[src/rtl/sync_down_counter.sv]
// Prescaled synchronous down counter with parallel load, optional auto-reload and terminal-count pulse.
// Latency: q/tc registered, one cycle after the deciding edge; zero is combinational from q.
// Backpressure: none; en freezes prescaler and count, so no ticks are lost or added.
module sync_down_counter #(
    parameter int WIDTH       = 4,
    parameter int DIV         = 4,
    parameter bit AUTO_RELOAD = 1'b0
) (
    input  logic             clk,
    input  logic             reset,
    input  logic             en,
    input  logic             load,
    input  logic [WIDTH-1:0] load_val,
    output logic [WIDTH-1:0] q,
    output logic             zero,
    output logic             tc
);

    localparam int PRE_W = (DIV > 1) ? $clog2(DIV) : 1;
    localparam logic [PRE_W-1:0] PRE_MAX = PRE_W'(DIV - 1);

    logic [PRE_W-1:0] pre;
    logic [WIDTH-1:0] reload;
    logic             tick;

    // With DIV=1 pre never leaves 0, so tick degenerates to en.
    assign tick = en && (pre == PRE_MAX);
    assign zero = (q == '0);

    always_ff @(posedge clk) begin
        if (reset) begin
            q      <= '0;
            pre    <= '0;
            reload <= '0;
            tc     <= 1'b0;
        end else if (load) begin
            q      <= load_val;
            reload <= load_val;
            pre    <= '0;
            tc     <= 1'b0;
        end else if (tick) begin
            pre <= '0;
            if (q != '0) begin
                q  <= q - 1'b1;
                tc <= 1'b0;
            end else begin
                q  <= AUTO_RELOAD ? reload : '1;
                tc <= 1'b1;
            end
        end else if (en) begin
            pre <= pre + 1'b1;
            tc  <= 1'b0;
        end else begin
            tc <= 1'b0;
        end
    end

endmodule

[config.mk]
export PLATFORM = sky130hd
export DESIGN_NAME = sync_down_counter
export DESIGN_NICKNAME = d
export VERILOG_FILES = /design/src/rtl/sync_down_counter.sv
export SDC_FILE = /design/constraint.sdc
export NUM_CORES = 1
export LEC_CHECK = 0
export CAP_MARGIN = 5
export CORE_AREA = 4 4 41 43
export DETAILED_ROUTE_END_ITERATION = 10
export DIE_AREA = 0 0 45 47
export PLACE_DENSITY = 0.56
export REMOVE_ABC_BUFFERS = 1
export SYNTH_ARGS = -nofsm -noshare
export SYNTH_HDL_FRONTEND = slang
export SYNTH_SLANG_ARGS = --single-unit
[constraint.sdc]
create_clock -name clk -period 1.6 [get_ports clk]
set_input_delay 0.24 -clock clk [delete_from_list [all_inputs] [get_ports clk]]
set_output_delay 0.24 -clock clk [all_outputs]
set_load 0.01 [all_outputs]
==> results.cfg <==
[sta]
rsz0062_at_grt = false
drv_slew = 0
setup_viol = 0
fin_ws_ps = 76.9
fin_crit_sh = 0.952
fin_setup_tns_ps = 0
fin_skew_ps = 12.2
min_period_ps = 1520
maxSlewHeadroom = 0.787
clock.fmax_mhz = 657
hold_viol_final = 0
finalHoldWorstSlack_ps = 547
tightestPinTransition_ps = 311

[clock_network]
cts_resized = 1
post_cts_buffers = 0
cts_inserted_buffers = 3
cts_hold_buf = 0
cts_root_buffer = clkbuf_4
clockBufferDepth = 2
cts_sinks = 7
htree_num_levels = 1
cts_tree = yes
clk_latency_ps = 260
path_clk_slew_ps = 60

[worst_setup_path]
slowest_delay_ps = 320
worstPathMaxFanout = 2
reg2regPathDepth = 4
crit_slowest_cell = dfxtp_1
crit_path_start_kind = flip-flop
path_cells = inv_1 -> ha_1 -> nor3b_2 -> dlygate4sd2_1
cp.required_ps = 1360
r2r_slack_ps = 210
critical_path_class = flip-flop to primary output
crit_path_end_kind = primary output
path_depth = 4
cp_top_family = buffers and inverters
crit_buf_inv = 2
worstPathArrival_ps = 1280

[yosys]
ys_ff_latch = 7
yosys.cell_types.count = 24
yosys.area.top_type = dfxtp_1
synth_area_leaders = dfxtp_1, a21oi_1, ha_1
synth_edf_count = 0
seq_area_frac_synth = 0.373
syn-cell-area_um2 = 375
syn_avg_cell_area_um2 = 8.73
yosys-top-cells-count = dfxtp_1, a21oi_1, inv_1
synth.most_common_cell = dfxtp_1
ys.flop_type = dfxtp_1
yosysWarnings = 0
async_flop_share = 0
netlist_instances = 43
synth.top_cell.area_share = 0.373

[final_layout]
drive_gt1_frac = 0.194
regArea_um2 = 140
area_growth_pct = 61.0
fin_area_um2 = 604
num-nets-final = 78
nFillCells = 145
utilization = 0.464
multi_input_area_um2 = 211
num_antenna_cells = 0
fin_cells = 82

[global_route]
grt_pass1_wl_mm = 1.61
grt_max_degree = 13
grt_pass1_vias = 379
overflow = 0
antenna_found_initial = 0
grt_usage = 0.114

[drt]
drc = 0
routedWlPerCell_um = 11.2
avgViaCountPerCell = 4.93
ant_nets = 0
drt_first_pass_iters = 4
drt-total-wl_um = 916
drt_iter0_drc = 5
num_vias = 404

[placed_design]
place.gp.congestion = 0.665
placed_cells = 78
placed_cell_area_um2 = 579
dp_worst_setup_slack_ps = 44.5
place_hpwl_um = 703
port_buffers = 13

[floorplanning]
core_area_um2 = 1300
die_area_um2 = 2120
num_rows = 13
start_util = 0.288
die_h_um = 47
die_x_um = 45
ios = 14

[hold_path]
hold_class = input port to flip-flop
min_path_cells = 3

[outcome]
outcome = complete, no violations

[run]
maxCapViolCount = 0

[power]
p_total_uw = 459
power.leakage_nw = 0.246
ir_worst_vdd_uv = 377
powerDensity_nw_per_um2 = 760
-- flip-flops by register name (all words and copies together) (netlist names) --
register	count
pre	2
q	4
tc	1
-- report_power, final --
part           switching (mW)  total [mW]  leakage (nW)  internal, mW
clock                  0.0716       0.167        0.0150        0.0956
sequential            0.00703       0.189        0.0575         0.182
combinational          0.0396       0.103         0.174        0.0629
total                   0.118       0.459         0.246         0.341
-- kinds of logic (layout without fill, tap and decap cells) --
| logic type | Yosys count | in the layout | share of synthesized area |
|---|---|---|---|
| fa+ha+maj | 2 | 2 | 0.0667 |
| buf+inv | 6 | 30 | 0.0633 |
| simple gates | 15 | 15 | 0.257 |
| xor+xnor | 1 | 1 | 0.0233 |
| compound gates | 12 | 12 | 0.217 |
| flops | 7 | 7 | 0.373 |
-- layout make-up --
cell class,count,share of cell area
repair buffers,21,0.313
clock buffers,4,0.0435
flip-flops and latches,7,0.232
multi-input cells,30,0.350
inverters,5,0.0311
well taps,15,0.0311
-- worst register-to-register path, cell delays in order (launching register included) --
cell and delay (ps):
dfxtp_1 350, ha_1 290, nand2_2 80, or4_1 480, o22ai_1 130
-- layout by cell type, fill, tap and decap left out, types with 2 or more instances in the layout --
cell / n
nor2b_1: 2
buf_4: 8
clkbuf_4: 3
ha_1: 2
inv_1: 5
nor3_1: 2
a21oi_1: 5
nor4b_1: 2
dfxtp_1: 7
nand2_1: 2
clkdlybuf4s50_1: 12
-- layer usage --
| layer | part of all wire | global-route usage |
|---|---|---|
| met1 | 0.44 | 0.124 |
| met2 | 0.43 | 0.164 |
| met3 | 0.097 | 0.0651 |
| met4 | 0.029 | 0.0877 |
| met5 | 0 | 0 |
-- worst paths after layout --
| path | from | to |
|---|---|---|
| max | q[0]$_SDFFE_PP0P_ | zero |
| min | load_val[1] | q[1]$_SDFFE_PP0P_ |
| min reg2reg | pre[1]$_SDFFE_PP0P_ | pre[1]$_SDFFE_PP0P_ |
| max reg2reg | pre[0]$_SDFFE_PP0P_ | q[3]$_SDFFE_PP0P_ |
(Power assumes the default switching activity.)
